--- src/rtl/im_fetch_responder.sv ---
`default_nettype none
// ============================================================================
// Module   : im_fetch_responder
// Brief    : Item-memory address responder; fixed-latency reads, credit-
//            limited in-order FIFO delivery. Option: IM_FETCH_RESP_ADDR_ECHO_EN
// Revision : 1.0
// ============================================================================
module im_fetch_responder #(
    parameter int unsigned ImAddrWidth  = 10,
    parameter int unsigned HVDimension  = 512,
    parameter int unsigned ReadLatency  = 2,
    parameter int unsigned BufDepth     = ReadLatency + 1,
    parameter int unsigned CsrDataWidth = 32
) (
    input  logic                    clk_i,
    input  logic                    rst_ni,
    input  logic                    en_i,
    input  logic                    clr_i,
    input  logic [ImAddrWidth-1:0]  addr_i,
    input  logic                    addr_valid_i,
    output logic                    addr_ready_o,
    output logic                    mem_req_o,
    output logic [ImAddrWidth-1:0]  mem_addr_o,
    input  logic [HVDimension-1:0]  mem_rdata_i,
    output logic [HVDimension-1:0]  data_o,
    output logic                    data_valid_o,
    input  logic                    data_ready_i,
    output logic                    busy_o,
`ifdef IM_FETCH_RESP_ADDR_ECHO_EN
    output logic [ImAddrWidth-1:0]  data_addr_o,
`endif
    output logic [CsrDataWidth-1:0] word_count_o
);

    localparam int unsigned PtrW = (BufDepth > 1) ? $clog2(BufDepth) : 1;
    localparam int unsigned CntW = $clog2(BufDepth + 1);
    localparam int unsigned OutW = $clog2(BufDepth + ReadLatency + 1);

    logic [ReadLatency-1:0]  vld_q;
    logic [ReadLatency-1:0]  vld_d;
    logic [HVDimension-1:0]  buf_q [BufDepth];
    logic [PtrW-1:0]         wptr_q;
    logic [PtrW-1:0]         rptr_q;
    logic [CntW-1:0]         cnt_q;
    logic [CsrDataWidth-1:0] words_q;
    logic [OutW-1:0]         outstanding;

    logic flush;
    logic push;
    logic pop;
    logic accept;
    logic empty;
    logic full;

    function automatic logic [PtrW-1:0] ptr_inc(input logic [PtrW-1:0] p);
        return (p == PtrW'(BufDepth - 1)) ? '0 : p + PtrW'(1);
    endfunction

    assign flush = ~en_i | clr_i;
    assign empty = (cnt_q == '0);
    assign full  = (cnt_q == CntW'(BufDepth));
    assign pop   = ~empty & data_ready_i;
    assign push  = vld_q[ReadLatency-1];

    // Credits cover both reads in flight and words already buffered.
    always_comb begin
        outstanding = '0;
        for (int i = 0; i < ReadLatency; i++) begin
            outstanding = outstanding + OutW'(vld_q[i]);
        end
        outstanding = outstanding + OutW'(cnt_q);
    end

    assign addr_ready_o = en_i & ~clr_i & ((outstanding < OutW'(BufDepth)) | pop);
    assign accept       = addr_valid_i & addr_ready_o;
    assign mem_req_o    = accept;
    assign mem_addr_o   = addr_i;
    assign vld_d        = (vld_q << 1) | ReadLatency'(accept);

    always_ff @(posedge clk_i or negedge rst_ni) begin
        if (!rst_ni) begin
            vld_q   <= '0;
            wptr_q  <= '0;
            rptr_q  <= '0;
            cnt_q   <= '0;
            words_q <= '0;
            for (int i = 0; i < BufDepth; i++) begin
                buf_q[i] <= '0;
            end
        end else if (flush) begin
            vld_q   <= '0;
            wptr_q  <= '0;
            rptr_q  <= '0;
            cnt_q   <= '0;
            words_q <= '0;
        end else begin
            vld_q <= vld_d;
            if (push) begin
                buf_q[wptr_q] <= mem_rdata_i;
                wptr_q        <= ptr_inc(wptr_q);
            end
            if (pop) begin
                rptr_q  <= ptr_inc(rptr_q);
                words_q <= words_q + CsrDataWidth'(1);
            end
            case ({push, pop})
                2'b10:   cnt_q <= cnt_q + CntW'(1);
                2'b01:   cnt_q <= cnt_q - CntW'(1);
                default: cnt_q <= cnt_q;
            endcase
        end
    end

    assign data_o       = buf_q[rptr_q];
    assign data_valid_o = ~empty;
    assign busy_o       = (|vld_q) | ~empty;
    assign word_count_o = words_q;

`ifdef IM_FETCH_RESP_ADDR_ECHO_EN
    logic [ImAddrWidth-1:0] apipe_q [ReadLatency];
    logic [ImAddrWidth-1:0] abuf_q  [BufDepth];

    always_ff @(posedge clk_i or negedge rst_ni) begin
        if (!rst_ni) begin
            for (int i = 0; i < ReadLatency; i++) begin
                apipe_q[i] <= '0;
            end
            for (int i = 0; i < BufDepth; i++) begin
                abuf_q[i] <= '0;
            end
        end else begin
            apipe_q[0] <= addr_i;
            for (int i = 1; i < ReadLatency; i++) begin
                apipe_q[i] <= apipe_q[i-1];
            end
            if (push && !flush) begin
                abuf_q[wptr_q] <= apipe_q[ReadLatency-1];
            end
        end
    end

    assign data_addr_o = abuf_q[rptr_q];
`endif

    // The credit rule must make a push into a full, non-draining FIFO impossible.
    a_no_overflow: assert property (@(posedge clk_i) disable iff (!rst_ni)
        !(push && full && !pop && !flush));

endmodule
`default_nettype wire

--- config.mk ---
export PLATFORM = sky130hd
export DESIGN_NAME = im_fetch_responder
export DESIGN_NICKNAME = d
export VERILOG_FILES = /design/src/rtl/im_fetch_responder.sv
export SDC_FILE = /design/constraint.sdc
export NUM_CORES = 2
export LEC_CHECK = 0
export ABC_AREA = 0
export CAP_MARGIN = 20
export CORE_AREA = 4 4 424 426
export CTS_CLUSTER_SIZE = 12
export DETAILED_ROUTE_END_ITERATION = 7
export DIE_AREA = 0 0 428 430
export GPL_TIMING_DRIVEN = 1
export PLACE_DENSITY = 0.62
export REMOVE_ABC_BUFFERS = 1
export SYNTH_ARGS = -nofsm -noshare
export SYNTH_HDL_FRONTEND = slang
export SYNTH_SLANG_ARGS = --single-unit
--- constraint.sdc ---
create_clock -name clk_i -period 3.9 [get_ports clk_i]
set_input_delay 0.78 -clock clk_i [delete_from_list [all_inputs] [get_ports clk_i]]
set_output_delay 0.78 -clock clk_i [all_outputs]
set_load 0.03 [all_outputs]
# After elaboration in Yosys (flattened, before gate mapping)
# Cells that the tools add are included.
[classes]
shifts = 0
n_div = 0
reduce_logical = 7
addsub = 7
n_eq_ne = 4
n_lt_le_gt_ge = 4
multipliers = 0
bitwise = 14
muxes = 17
[ops]
columns = ["operator", "n"]
rows = [
  ["$bwmux 1536", 1],
  ["$mux 512", 3],
  ["$bmux 512 s2", 1],
  ["$demux 512 s2", 1],
  ["$mux 32", 2],
  ["$add 32x1->32 const B", 1],
  ["$mux 2", 8],
  ["$add 2x1->2 const B", 3],
  ["$eq 2x2->1 const B", 3],
  ["$ge 3x3->1 const B", 2],
  ["$not 2->3", 2],
  ["$and 1x1->1", 4],
  ["$not 1->1", 4],
  ["$pmux 2 s2", 1],
  ["$reduce_bool 2->1", 2],
  ["$add 2x2->3", 1],
  ["$lt 3x1->1 const B", 1],
  ["$lt 3x2->1 const B", 1],
  ["$or 1x1->1", 3],
  ["$reduce_bool 3->1", 1],
  ["$add 1x1->2", 1],
  ["$eq 2x1->1 const B", 1],
  ["$logic_not 2->1", 1],
  ["$or 2x1->2", 1],
  ["4 further kinds", 4],
]
[word_totals]
elab_cells = 61
latch_bits = 0
inputBits = 528
register_bits = 1576
romBits = 0
ram_bits = 0
out_inout_bits = 558
mem_count = 0

# Depth between registers and ports, before layout
[depth]
ltp_word = 8
mapped_depth = 8
mapped_depth_nobuf = 6

# Worst setup path before layout
# OpenSTA, ideal clock, no wires.
[synth_timing]
path_kind = "register to output"
startpoint = "reg rptr_q[1]"
endpoint = "out data_o[100]"
arrival_time_ns = 2.146
required_time_ns = 3.120
path_slack_ns = 0.974
path_buffers = 3
path_stages_with_launch = 6
path_cell_list = "dfrtp_1 > clkbuf_1 > clkbuf_1 > clkbuf_1 > mux2i_1 > o21ai_0"
[synth_via]
elab_chain_cells = 4
[synth_rtl]
columns = ["item", "line", "source"]
rows = [
  ["start: declaration", "43", "logic [PtrW-1:0] rptr_q;"],
  ["start signal: assignment", "103", "rptr_q <= ptr_inc(rptr_q);"],
  ["$not 2->3 (not written as such)", "114", "assign data_o = buf_q[rptr_q];"],
  ["$bmux 512 s2", "114", ""],
  ["$mux 512 (not written as such) (2 in a row)", "114", ""],
  ["end: declaration", "25", "output logic [HVDimension-1:0] data_o,"],
]
# No other way between the ends. The select of a mux whose other input is x is not followed.

# Worst setup path after layout
[layout_timing]
startpoint = "reg rptr_q[1]"
endpoint = "out data_o[244]"
# Same word-level chain as after synthesis.

==> results.rst <==
.. list-table::
   :header-rows: 1

   * - Metric
     - Value
   * - Number of warnings issued by yosys
     - 0
   * - Most area-hungry cell type in the Yosys netlist
     - dfrtp_1
   * - Total power after layout
     - 38.9 mW
   * - Final slew viol count
     - 0
   * - Data required time at the worst endpoint
     - between 3 and 4 ns
   * - Setup repair after global routing missed its margin
     - true
   * - Final instance area
     - 88,400 µm²
   * - Setup crit start kind
     - register
   * - Crit path max-delay cell type
     - o21ai_0
   * - Clock buffer count from CTS
     - 173
   * - Worst setup path category
     - register to primary output
   * - CP Buf/Inv Count
     - 3
   * - Post-Route Setup TNS
     - 0 ns
   * - Ordered cell list for the critical path
     - buf_12 -> buf_12 -> mux2i_1 -> o21ai_0 -> buf_12
   * - Minimum setup slack among reg-to-reg paths
     - 1.48 ns
   * - Weighted congestion reported at the end of routability-driven placement
     - 0.818
   * - Deepest level of the CTS H-tree
     - 4
   * - Min-Delay Startpoint
     - buf_q[325]$_DFFE_PN0P_
   * - Worst VDD drop
     - slightly above 0.4 mV
   * - Top_reg_cell synth
     - dfrtp_1
   * - Path type of the worst min-delay path
     - register to register
   * - Cell area after placement
     - just over 80,000 µm²
   * - Core Footprint
     - 176,000 µm²
   * - Logic depth of the worst path, buffers included
     - 5
   * - Capturing element type of the critical path
     - primary output
   * - Maximum operating frequency
     - roughly 260 MHz
   * - Count of endpoints failing hold in the final timing report
     - 0
   * - Hold Path Depth
     - 1
   * - TritonCTS clock tree
     - yes
   * - Half-perimeter wire length after detailed placement
     - 140,000 µm
   * - Minimum clock period after layout
     - between 3 and 4 ns
   * - Via count
     - 45,425
   * - Ports
     - between 1,000 and 1,500
   * - Global route total overflow
     - 0
   * - Reg-to-Reg Start
     - word_count_o[0]$_DFFE_PN0P_
   * - Number of synthesized register bits
     - 1,576
   * - Width of the die
     - 428 µm
   * - Leakage power figure
     - 41.3 nW
   * - Detailed-route wire length
     - 202,000 µm
   * - Power density of the placed cells
     - 441 nW/µm²
   * - Router iterations before antenna repair
     - 5
   * - Worst reg-to-reg path cell count
     - 5
   * - Gate count of the mapped netlist
     - about 5,200
   * - Via count of the first global-routing pass
     - 47,442
   * - Max-Slew Margin vs Limit
     - 43.7%
   * - Category of cells accounting for the largest share of critical-path delay
     - buffers and inverters
   * - Die footprint
     - 184,000 µm²
   * - Post-synthesis to final-layout area growth
     - 27.9%
   * - Share of synthesized registers carrying an async set or reset
     - 100%
   * - Slew @ Worst Pin
     - 0.845 ns
   * - Fraction of the yosys area taken by sequential cells
     - between 50% and 60%
   * - Post-CTS setup buffer count
     - 0
   * - Die Y-Extent
     - around 430 µm
   * - Number of filler instances in the final layout
     - 15,492
   * - Endpoint of the worst register-to-register path
     - word_count_o[26]$_DFFE_PN0P_
   * - Critical Path AT
     - approximately 3.0 ns
   * - Most common cell type on the critical path
     - buf_12
   * - Starting density of the core
     - 39.3%
   * - Most common cell in the netlist
     - dfrtp_1
   * - Global-route usage over all layers
     - 21.4%
   * - Unique masters post-synth
     - 41
   * - Buffer type at the clock tree root
     - clkbuf_16
   * - Global-route wire length before repair
     - slightly above 300,000 µm
   * - Area share of the largest cell type after synthesis
     - 57.1%
   * - Nets@finish
     - around 6,800
   * - Number of nets with antenna violations after routing
     - 0
   * - Number of antenna violations at the first check in global routing
     - between 60 and 70
   * - Number of rows in the core area
     - 154
   * - Crit share post-route
     - a little over nine tenths
   * - Cell Area, Synth
     - ~70,000 µm²
   * - Port Buf Inserts
     - 1,065
   * - Final setup skew
     - 0.0279 ns
   * - Critical Path Sink
     - data_o[244]
   * - Reg clk slew, reported paths
     - 0.06 ns
   * - Number of DRC markers in iteration 0
     - 2,491
   * - Synthesized area divided by synthesized cell count
     - about 13 µm²
   * - Proportion of layout cells with a drive suffix above 1
     - between 30% and 40%
   * - Largest stage delay, worst path
     - 0.54 ns
   * - Largest fanout on the critical path
     - 72
   * - Count of max-cap constraint violations
     - 0
   * - Area occupied by registers
     - about 39,000 µm²
   * - Pin count of the biggest net entering global routing
     - 96
   * - Post-synth EDFFs
     - 0
   * - Source-to-sink clock delay at the later pin of the worst-skew pair
     - 0.82 ns
   * - Ranking of synthesized cells by instance count
     - 1,576 x dfrtp_1, 1,536 x mux2_2, 534 x nand2_1, 520 x o21ai_0, 512 x mux2i_1
   * - Post-detailed-route DRC marker count
     - 0
   * - Largest cells by area after synthesis
     - dfrtp_1 57%, mux2_2 25%, mux2i_1 7.4%, o21ai_0 3.8%, nand2_1 2.9%
   * - Number of clock sinks
     - 1,576
   * - Multi-input logic area
     - 28,000 µm²
   * - Setup violations, final
     - 0
   * - Via-to-Cell Ratio
     - 5.19
   * - Routed len/inst
     - 23.0 µm
   * - Status
     - finished clean
   * - Maximum clock insertion buffer count
     - 3
   * - Critical Path Source
     - rptr_q[1]$_DFFE_PN0P_
metal layers:
metal / track usage, % / vias to the layer above / wire, µm
met2: 35.8 / 976 / 101000
met5: 0 / - / 113
met3: 5.51 / 291 / 11400
li1: - / 20554 / -
met1: 26.2 / 23588 / 82000
met4: 9.29 / 16 / 7710
cells in the final DEF, fill, tap and decap left out, types with 41 or more instances in the layout:
master,instances
diode_2,52
clkbuf_16,176
dfrtp_1,1574
clkbuf_8,41
buf_12,104
buf_4,448
nand2_1,534
dlygate4sd2_1,53
mux2_2,1536
clkdlybuf4s50_1,592
o21ai_0,508
clkbuf_1,59
mux2i_1,512
per-stage QoR:
step | util, % | cells | hold WS, ns | worst slack, ns
after floorplan | - | 4833 | 0.480 | -81.81
after global placement | 47.0 | 8396 | 0.486 | 0.407
after detailed placement | 47.0 | 8396 | 0.492 | 0.423
after CTS | 50.2 | 8706 | 0.505 | 0.000122
after global routing | 50.3 | 8741 | 0.509 | -0.00440
final | 50.3 | 8758 | 0.502 | 0.101
how the worst min path moves through the flow:
stage	end	slack, ns
5_1_grt	buf_q[681]$_DFFE_PN0P_	0.51
6_report	buf_q[325]$_DFFE_PN0P_	0.50
2_1_floorplan	buf_q[0]$_DFFE_PN0P_	0.48
4_1_cts	buf_q[850]$_DFFE_PN0P_	0.50
3_5_place_dp	buf_q[723]$_DFFE_PN0P_	0.49
3_3_place_gp	buf_q[236]$_DFFE_PN0P_	0.49
flip-flops by register name, summed over array words and instances (netlist names):
signal and cells:
buf_q 1536, word_count_o 32, cnt_q 2, rptr_q 2, vld_q 2, wptr_q 2
layout make-up:
class / instances / share of cell area, %
antenna: 52 / 0.147
clock buffer: 276 / 5.87
clock inverter: 33 / 0.428
inverter: 4 / 0.0170
multi-input combinational: 3253 / 31.7
sequential: 1576 / 44.6
tap: 2340 / 3.31
timing repair buffer: 1224 / 13.8
repair_timing:
item / CTS / global route
hold buffers: 1 / 0
gates resized for setup: 70 / 22
endpoints found under the setup margin: 85 / 23
endpoints found under the hold margin: 25 / 0
kinds of logic after synthesis:
family | after synthesis | share of synthesized area [%]
compound gates | 562 | 4.16
simple gates | 627 | 3.72
flops | 1576 | 57.1
fa+ha+maj | 3 | 0.0652
buf+inv | 368 | 2.33
xor+xnor | 13 | 0.165
mux | 2048 | 32.5
worst reg2reg max path, delay by kind of cell, from the launching register on:
family,cells,cell delay [ns]
and+or+nand+nor,3,1.53
DFF,1,0.45
adders and majority gates,1,0.20
AOI/OAI and AO/OA,1,0.17
where the power goes:
group / switching [mW] / leakage (nW) / total, mW / internal, mW
logic: 3.22 / 16.9 / 5.53 / 2.31
registers: 0.322 / 21.7 / 17.4 / 17.0
clock network: 6.73 / 2.74 / 16.0 / 9.32
(Power assumes the default switching activity.)
